<file path="config.mk">
export PLATFORM = sky130hd
export DESIGN_NAME = quadrilatero_rw_queue_dispatcher
export DESIGN_NICKNAME = d
export VERILOG_FILES = /design/src/rtl/quadrilatero_pkg.sv /design/src/rtl/quadrilatero_operand_merge.sv /design/src/rtl/quadrilatero_rw_queue_dispatcher.sv
export SDC_FILE = /design/constraint.sdc
export NUM_CORES = 1
export LEC_CHECK = 0
export CORE_ASPECT_RATIO = 1.1
export CORE_MARGIN = 5
export CORE_UTILIZATION = 44
export DETAILED_ROUTE_END_ITERATION = 8
export PLACE_DENSITY = 0.78
export SLEW_MARGIN = 0
export SYNTH_ARGS = -nofsm -noshare
export SYNTH_HDL_FRONTEND = slang
export SYNTH_SLANG_ARGS = --single-unit
</file>
<file path="constraint.sdc">
create_clock -name clk_i -period 2.3 [get_ports clk_i]
set_input_delay 0.46 -clock clk_i [delete_from_list [all_inputs] [get_ports clk_i]]
set_output_delay 0.46 -clock clk_i [all_outputs]
set_load 0.1 [all_outputs]
</file>
<file path="src/rtl/quadrilatero_pkg.sv">
// rtl/quadrilatero_pkg.sv - shared types for the quadrilatero matrix register-file path
package quadrilatero_pkg;

  // Default instruction id width seen on the issue interface
  localparam int X_ID_WIDTH = 4;

  // Dispatcher control states
  typedef enum logic {
    IDLE  = 1'b0,
    ISSUE = 1'b1
  } dispatcher_state_e;

  // One per-register queue entry; bit layout {id, wready, rvalid}
  typedef struct packed {
    logic [X_ID_WIDTH-1:0] id;
    logic                  wready;
    logic                  rvalid;
  } rw_queue_t;

  localparam int RWQ_RVALID_BIT = 0;
  localparam int RWQ_WREADY_BIT = 1;

endpackage

</file>
<file path="src/rtl/quadrilatero_operand_merge.sv">
// rtl/quadrilatero_operand_merge.sv - folds source/dest operand lists into per-register queue entries
module quadrilatero_operand_merge
  import quadrilatero_pkg::*;
#(
  parameter int N_REGS   = 8,
  parameter int N_SRC    = 3,
  parameter int ID_WIDTH = X_ID_WIDTH,
  parameter int AW       = $clog2(N_REGS),
  parameter int EW       = ID_WIDTH + 2
) (
  input  logic [ID_WIDTH-1:0]    instr_id_i,
  input  logic [N_SRC*AW-1:0]    rs_addr_i,
  input  logic [N_SRC-1:0]       rs_valid_i,
  input  logic [AW-1:0]          rd_addr_i,
  input  logic                   rd_valid_i,
  output logic [N_REGS*EW-1:0]   entries_o,
  output logic [N_REGS-1:0]      target_o
);

  logic [N_REGS-1:0] rvalid;
  logic [N_REGS-1:0] wready;

  // A register is read if any used source names it; duplicates collapse into one bit
  always_comb begin
    rvalid = '0;
    wready = '0;
    for (int r = 0; r < N_REGS; r++) begin
      for (int i = 0; i < N_SRC; i++) begin
        if (rs_valid_i[i] && (rs_addr_i[i*AW +: AW] == AW'(r))) begin
          rvalid[r] = 1'b1;
        end
      end
      wready[r] = rd_valid_i && (rd_addr_i == AW'(r));
    end
  end

  // Pack each register's entry; rs==rd yields one entry with both bits (read-before-write)
  always_comb begin
    entries_o = '0;
    target_o  = '0;
    for (int r = 0; r < N_REGS; r++) begin
      entries_o[r*EW +: EW] = {instr_id_i, wready[r], rvalid[r]};
      target_o[r]           = rvalid[r] | wready[r];
    end
  end

endmodule

</file>
<file path="src/rtl/quadrilatero_rw_queue_dispatcher.sv">
// rtl/quadrilatero_rw_queue_dispatcher.sv - pushes one instruction's per-register entries into the RF sequencer queues
module quadrilatero_rw_queue_dispatcher
  import quadrilatero_pkg::*;
#(
  parameter int N_REGS    = 8,
  parameter int N_SRC     = 3,
  parameter int ID_WIDTH  = X_ID_WIDTH,
  parameter int CNT_WIDTH = 16,
  parameter int AW        = $clog2(N_REGS),
  parameter int EW        = ID_WIDTH + 2
) (
  input  logic                   clk_i,
  input  logic                   rst_i,
  input  logic                   instr_valid_i,
  output logic                   instr_ready_o,
  input  logic [ID_WIDTH-1:0]    instr_id_i,
  input  logic [N_SRC*AW-1:0]    rs_addr_i,
  input  logic [N_SRC-1:0]       rs_valid_i,
  input  logic [AW-1:0]          rd_addr_i,
  input  logic                   rd_valid_i,
  output logic [N_REGS*EW-1:0]   rw_queue_entry_o,
  output logic [N_REGS-1:0]      rw_queue_push_o,
  input  logic [N_REGS-1:0]      rw_queue_full_i,
  output logic                   busy_o,
  output logic [CNT_WIDTH-1:0]   stall_cnt_o
);

  dispatcher_state_e      state_q;
  logic [N_REGS-1:0]      pending_q;
  logic [N_REGS*EW-1:0]   entries_q;
  logic [CNT_WIDTH-1:0]   stall_cnt_q;

  logic [N_REGS*EW-1:0]   dec_entries;
  logic [N_REGS-1:0]      dec_target;
  logic [N_REGS-1:0]      blocked;
  logic [N_REGS-1:0]      pending_next;
  logic                   accept;

  quadrilatero_operand_merge #(
    .N_REGS   (N_REGS),
    .N_SRC    (N_SRC),
    .ID_WIDTH (ID_WIDTH),
    .AW       (AW),
    .EW       (EW)
  ) u_operand_merge (
    .instr_id_i (instr_id_i),
    .rs_addr_i  (rs_addr_i),
    .rs_valid_i (rs_valid_i),
    .rd_addr_i  (rd_addr_i),
    .rd_valid_i (rd_valid_i),
    .entries_o  (dec_entries),
    .target_o   (dec_target)
  );

  // Push gating and accept: a new instruction may load only once every pending register drains this cycle
  always_comb begin
    rw_queue_push_o = '0;
    instr_ready_o   = 1'b0;
    blocked         = pending_q & rw_queue_full_i;
    if (!rst_i) begin
      if (state_q == ISSUE) begin
        rw_queue_push_o = pending_q & ~rw_queue_full_i;
        instr_ready_o   = (blocked == '0);
      end else begin
        instr_ready_o   = 1'b1;
      end
    end
    pending_next = pending_q & ~rw_queue_push_o;
    accept       = instr_valid_i & instr_ready_o;
  end

  // Dispatcher FSM with latched entries and per-register pending mask
  always_ff @(posedge clk_i) begin
    if (rst_i) begin
      state_q   <= IDLE;
      pending_q <= '0;
      entries_q <= '0;
    end else begin
      case (state_q)
        IDLE: begin
          if (accept && (dec_target != '0)) begin
            entries_q <= dec_entries;
            pending_q <= dec_target;
            state_q   <= ISSUE;
          end
        end
        ISSUE: begin
          if (accept && (dec_target != '0)) begin
            entries_q <= dec_entries;
            pending_q <= dec_target;
          end else begin
            pending_q <= pending_next;
            if (pending_next == '0) begin
              state_q <= IDLE;
            end
          end
        end
        default: begin
          state_q   <= IDLE;
          pending_q <= '0;
        end
      endcase
    end
  end

  // Saturating count of ISSUE cycles where some pending register is held off by a full queue
  always_ff @(posedge clk_i) begin
    if (rst_i) begin
      stall_cnt_q <= '0;
    end else if ((state_q == ISSUE) && (blocked != '0) &&
                 (stall_cnt_q != {CNT_WIDTH{1'b1}})) begin
      stall_cnt_q <= stall_cnt_q + CNT_WIDTH'(1);
    end
  end

  assign rw_queue_entry_o = entries_q;
  assign busy_o           = (state_q == ISSUE);
  assign stall_cnt_o      = stall_cnt_q;

endmodule

</file>
# Word level (Yosys, flattened, before mapping)
# Index checks and enable logic that the tools add are counted.
[op_classes] add_sub_neg=1 reduce_logical=43 n_eq_ne=30 bitwise=15 muxes=36
[op_table] cell="3-bit equality test (second input constant)" count=16
[op_table] cell="48-bit two-way mux" count=1
[op_table] cell="1-bit logical AND" count=35
[op_table] cell="8-bit two-way mux" count=4
[op_table] cell="1-bit two-way mux" count=29
[op_table] cell="8-bit AND" count=3
[op_table] cell="3-bit by 2-bit equality test with 1-bit output (second input constant)" count=8
[op_table] cell="16-bit by 1-bit adder with 16-bit output (second input constant)" count=1
[op_table] cell="8-bit logical NOT" count=2
[op_table] cell="16-bit inequality test (second input constant)" count=1
[op_table] cell="8-bit inverter" count=2
[op_table] cell="8-bit one-hot mux with 2 select lines" count=1
[op_table] cell="8-bit nonzero test" count=2
[op_table] cell="3-bit by 1-bit equality test with 1-bit output (second input constant)" count=4
[op_table] cell="3-bit logical NOT" count=4
[op_table] cell="1-bit bitwise OR" count=8
[op_table] cell="2-bit inequality test (second input constant)" count=1
[op_table] cell="1-bit one-hot mux with 2 select lines" count=1
[op_table] cell="1-bit AND" count=1
[op_table] cell="1-bit inverter" count=1
[totals] word_cells=129 out_inout_bits=74 regBits=73 inputBits=31

# Depth between registers and ports, before layout
[logic_depth] word_depth=10 ltp_mapped=8 ltp_nobuf=7

# By module
# A second synthesis with hierarchy kept.
[unflattened] cells_unflattened=489 area_unflattened_um2=3951.3
[modules_own_cells] mod="quadrilatero_rw_queue_dispatcher" instances=1 area_each_um2=3337.0 seq_area_each_um2=1461.4 cells_per_inst=401
[modules_own_cells] mod="quadrilatero_operand_merge" instances=1 area_each_um2=614.3 seq_area_each_um2=0.0 cells_per_inst=88

# Least setup slack after synthesis
# No wires, ideal clock.
[synth_path] path_kind="reg2out" start="register state_q, in the netlist busy_o" end="output port rw_queue_push_o[0]" stages_incl_launch_ff=4 arrival_time_ns=3.694 path_buffers=1 setup_slack_ns=-1.854 required_ns=1.840 path_cell_list="dfxtp_1 nand2_1 clkbuf_1 nor3b_1"
[synth_between] elab_chain_cells=2
[synth_lines] element="start, declared" line_no="quadrilatero_rw_queue_dispatcher.sv:28" source="dispatcher_state_e state_q;"
[synth_lines] element="start signal, assigned" line_no="quadrilatero_rw_queue_dispatcher.sv:75" source="state_q <= IDLE;"
[synth_lines] element="start signal, assigned" line_no="quadrilatero_rw_queue_dispatcher.sv:84" source="state_q <= ISSUE;"
[synth_lines] element="start signal, assigned" line_no="quadrilatero_rw_queue_dispatcher.sv:94" source="state_q <= IDLE;"
[synth_lines] element="8-bit two-way mux" line_no="quadrilatero_rw_queue_dispatcher.sv:61" source="if (state_q == ISSUE) begin"
[synth_lines] element="8-bit two-way mux" line_no="quadrilatero_rw_queue_dispatcher.sv:60" source="if (!rst_i) begin"
[synth_lines] element="end, declared" line_no="quadrilatero_rw_queue_dispatcher.sv:22" source="output logic [N_REGS-1:0] rw_queue_push_o,"
# No other way between the ends.

# Worst setup path after layout
[layout_path] start="input port rs_addr_i[3]" end="register pending_q[4]"
[layout_between] elab_chain_cells=9 elab_cells_between_ends=46 classes_between="eq/ne (8); mux (19); bitwise (8); reduce/logical (11)"
[layout_lines] element="start, declared" line_no="quadrilatero_rw_queue_dispatcher.sv:17" source="input logic [N_SRC*AW-1:0] rs_addr_i,"
[layout_lines] element="3-bit by 1-bit equality test with 1-bit output, or another cell as far along" line_no="quadrilatero_operand_merge.sv:29" source="if (rs_valid_i[i] && (rs_addr_i[i*AW +: AW] == AW'(r))) begin"
[layout_lines] element="1-bit logical AND" line_no="quadrilatero_operand_merge.sv:29"
[layout_lines] element="1-bit two-way mux (2 in a row)" line_no="quadrilatero_operand_merge.sv:29"
[layout_lines] element="1-bit bitwise OR" line_no="quadrilatero_operand_merge.sv:43" source="target_o[r] = rvalid[r] | wready[r];"
[layout_lines] element="8-bit nonzero test" line_no="quadrilatero_rw_queue_dispatcher.sv:81, quadrilatero_rw_queue_dispatcher.sv:88"
[layout_lines] element="1-bit logical AND" line_no="quadrilatero_rw_queue_dispatcher.sv:81, quadrilatero_rw_queue_dispatcher.sv:88"
[layout_lines] element="8-bit two-way mux" line_no="quadrilatero_rw_queue_dispatcher.sv:88" source="if (accept && (dec_target != '0)) begin"
[layout_lines] element="8-bit one-hot mux with 2 select lines" line_no="quadrilatero_rw_queue_dispatcher.sv:79" source="case (state_q)"
[layout_lines] element="end signal, assigned" line_no="quadrilatero_rw_queue_dispatcher.sv:83" source="pending_q <= dec_target;"
[layout_lines] element="end signal, assigned" line_no="quadrilatero_rw_queue_dispatcher.sv:90" source="pending_q <= dec_target;"
[layout_lines] element="end signal, assigned" line_no="quadrilatero_rw_queue_dispatcher.sv:92" source="pending_q <= pending_next;"
[layout_lines] element="end, declared" line_no="quadrilatero_rw_queue_dispatcher.sv:29" source="logic [N_REGS-1:0] pending_q;"
# Parallel ways exist; a longest one is shown, timed or not. The select of a mux whose other input is x is not followed.
# A chain may end at the register's enable or synchronous reset.

==> impl_metrics.env <==
export IMPL_netlist_area_mm2=0.00270
export IMPL_place_area_mm2=0.00397
export IMPL_via_per_inst=5.48
export IMPL_min_period_over_period_pct=95.7
export IMPL_design_area_mm2=0.00412
export IMPL_max_vdd_ir_drop_v=0.000386
export IMPL_rows=30
export IMPL_cts_clk_slew_worst_paths_ps=90
export IMPL_yosys_warnings=0
export IMPL_status="completed"
export IMPL_grt_max_degree=38
export IMPL_dr_first_iter_drc_count=192
export IMPL_cts_hold_repair_buffers=0
export IMPL_fmax_mhz=454
export IMPL_cp_arrival_ps=2400
export IMPL_ant_nets=0
export IMPL_cp_max_fo=18
export IMPL_ys_flop_type="dfxtp_1"
export IMPL_h_tree_depth=2
export IMPL_power_total_mw=2.09
export IMPL_setup_viol=0
export IMPL_drv_slew=0
export IMPL_coreArea_mm2=0.00608
export IMPL_clock_sinks=45
export IMPL_post_place_cells=512
export IMPL_crit_type="in -> reg"
export IMPL_gr_usage_met2_pct=38.0
export IMPL_power_density_mw_per_mm2=508
export IMPL_startpoint_type="input port"
export IMPL_synth_avg_cell_area_um2=8.36
export IMPL_dp_hpwl_um=6580
export IMPL_port_buffers=104
export IMPL_dr_pass1_iters=4
export IMPL_leakagePower_nw=1.74
export IMPL_timing_final_crit_period_ps=2200
export IMPL_hp_class="reg -> reg"
export IMPL_grt_pass1_wl_um=13600
export IMPL_grt_overflow=0
export IMPL_routabilityCongestion=0.901
export IMPL_rsz0062_at_grt="false"
export IMPL_wl_per_cell_um=16.1
export IMPL_final_nets=473
export IMPL_syn_inst=323
export IMPL_use_met3_pct=5.66
export IMPL_start_util_pct=44.4
export IMPL_relSlewSlack_pct=71.6
export IMPL_clk_latency_ps=300
export IMPL_die_y_um=92.2
export IMPL_finClkSkew_ps=7.54
export IMPL_grt_pass1_vias=2753
export IMPL_drcViolationCount=0
export IMPL_worst_slew_pin_slew_ps=423
export IMPL_final_hold_viol_count=0
export IMPL_clockBufferDepth=2
export IMPL_cts_made_buffers=5
export IMPL_final_cells=522
export IMPL_drive_gt1_share_pct=38.5
export IMPL_drv_cap=0
export IMPL_cp_required_ps=2500
export IMPL_synth_nets=355
export IMPL_synthDistinctLibCells=55
export IMPL_syn2layout_area_growth_pct=52.5
export IMPL_finalWirelength_um=8410
export IMPL_whs_ps=492
export IMPL_cts_tree="yes"
export IMPL_seq_area_frac_synth_pct=33.3
export IMPL_io_pins=105
export IMPL_grtUsageTotal_pct=21.4
export IMPL_grtUsageMet1_pct=24.1
export IMPL_cp_end_kind="flop"
export IMPL_async_flop_share_pct=0
export IMPL_die_x_um=84.7
export IMPL_antenna_found_initial=0
export IMPL_root_buffer="clkbuf_8"
export IMPL_die_area_mm2=0.00781
export IMPL_n_antenna_cell=0
export IMPL_vias=2860
export IMPL_busiest_layer="met2"
export IMPL_synth_edf_count=0
export IMPL_synth_ff_latch_count=45
[path summary, 6_finish.rpt]
path                                                         from                                end  slack (ps)  cells past startpoint
worst max-delay path                                 rs_addr_i[3]          pending_q[4]$_SDFFE_PP0P_         100                      9
worst min-delay path            rw_queue_entry_o[43]$_SDFFE_PP0P_  rw_queue_entry_o[43]$_SDFFE_PP0P_         490                      2
worst max register to register          pending_q[6]$_SDFFE_PP0P_        stall_cnt_o[7]$_SDFFE_PP0P_         370                      9
worst min register to register  rw_queue_entry_o[43]$_SDFFE_PP0P_  rw_queue_entry_o[43]$_SDFFE_PP0P_         490                      2
[metrics by stage]
step / setup WS (ps) / utilization, % / setup TNS [ps]
global route: 7.74 / 67.8 / 0
detailed placement: -253 / 65.3 / -6180
global placement: -181 / 65.3 / -4330
finish: 99.6 / 67.8 / 0
CTS: 29.8 / 66.8 / 0
floorplan: -0.124 / - / -0.124
[synthesized netlist by cell type, types with 2 or more instances]
cell type  count  area (µm²)
a21oi_1       18        90.1
a22oi_1        4        30.0
and3_1         2        12.5
and4_1         2        17.5
buf_2          3        15.0
buf_4         30         225
buf_6          2        22.5
clkbuf_1       8        30.0
dfxtp_1       45         901
inv_1          7        26.3
mux2i_1        2        20.0
nand2_1       19        71.3
nand2b_1       5        31.3
nand3_1       25         125
nand4_1        9        56.3
nand4b_1       4        35.0
nand4bb_1      3        33.8
nor2_1        22        82.6
nor2b_1        3        18.8
nor3_1         4        20.0
nor3b_1       13        97.6
nor4_1         2        12.5
nor4_2         2        25.0
o211ai_1       5        37.5
o211ai_2       2        25.0
o21ai_0       16        80.1
o21ai_1       20         100
o311a_1        3        30.0
o31a_1         2        17.5
or2_1          3        18.8
xnor2_1        5        43.8
xor2_1        10        87.6
[repair_timing]
item                                   4_1_cts  5_1_grt
setup buffers                                0        2
endpoints found under the hold margin        0        0
setup endpoints to repair                    1       29
gates resized for setup                      1       11
pin swaps                                    1        4
[cell usage in the layout, fill, tap and decap left out, drive strengths merged, types with 5 or more instances in the layout]
cell,n
nor3b,13
clkbuf,5
nand3,25
clkdlybuf4s50,23
xor2,10
nor2,22
inv,8
buf,124
o211ai,7
nand4,10
xnor2,5
dlymetal6s2s,7
nand2,20
a21oi,18
nand2b,6
o21ai,36
dfxtp,45
[registers in the layout, summed over array words and instances (netlist names)]
signal and count:
busy_o 1, stall_cnt_o 16, rw_queue_entry_o 20, pending_q 8
[cells by family after synthesis]
| family | count (synthesis) | synth area share (%) |
|---|---|---|
| compound gates | 85 | 21.2 |
| xor+xnor | 15 | 4.86 |
| fa+ha+maj | 1 | 0.463 |
| buf+inv | 50 | 11.8 |
| flops | 45 | 33.3 |
| mux | 3 | 1.16 |
| simple gates | 124 | 27.2 |
[metal layers]
metal | routed length [µm] | vias up
li1 | - | 1392
met1 | 3360 | 1327
met2 | 4230 | 111
met3 | 546 | 30
met4 | 277 | 0
met5 | 0 | -
[area by class of cell]
cell class / count / area (µm²)
timing repair buffer: 154 / 1390
multi-input combinational: 228 / 1600
inverter: 7 / 26.3
sequential: 45 / 917
clock inverter: 3 / 21.3
tap: 80 / 100
clock buffer: 5 / 68.8
fill: 520 / 1960
[critical path, cell delays in order]
cell,delay (ps)
clkdlybuf4s50_1,560
or2_1,170
o221ai_2,130
or2_1,270
nand4b_1,280
buf_6,230
buf_4,140
o211ai_2,70
o21ai_1,80
[power by group]
| group | internal (mW) | switching (mW) |
|---|---|---|
| clock | 0.216 | 0.291 |
| sequential | 0.802 | 0.0267 |
| combinational | 0.245 | 0.510 |
Note: power is estimated with default switching activity, not from simulation.
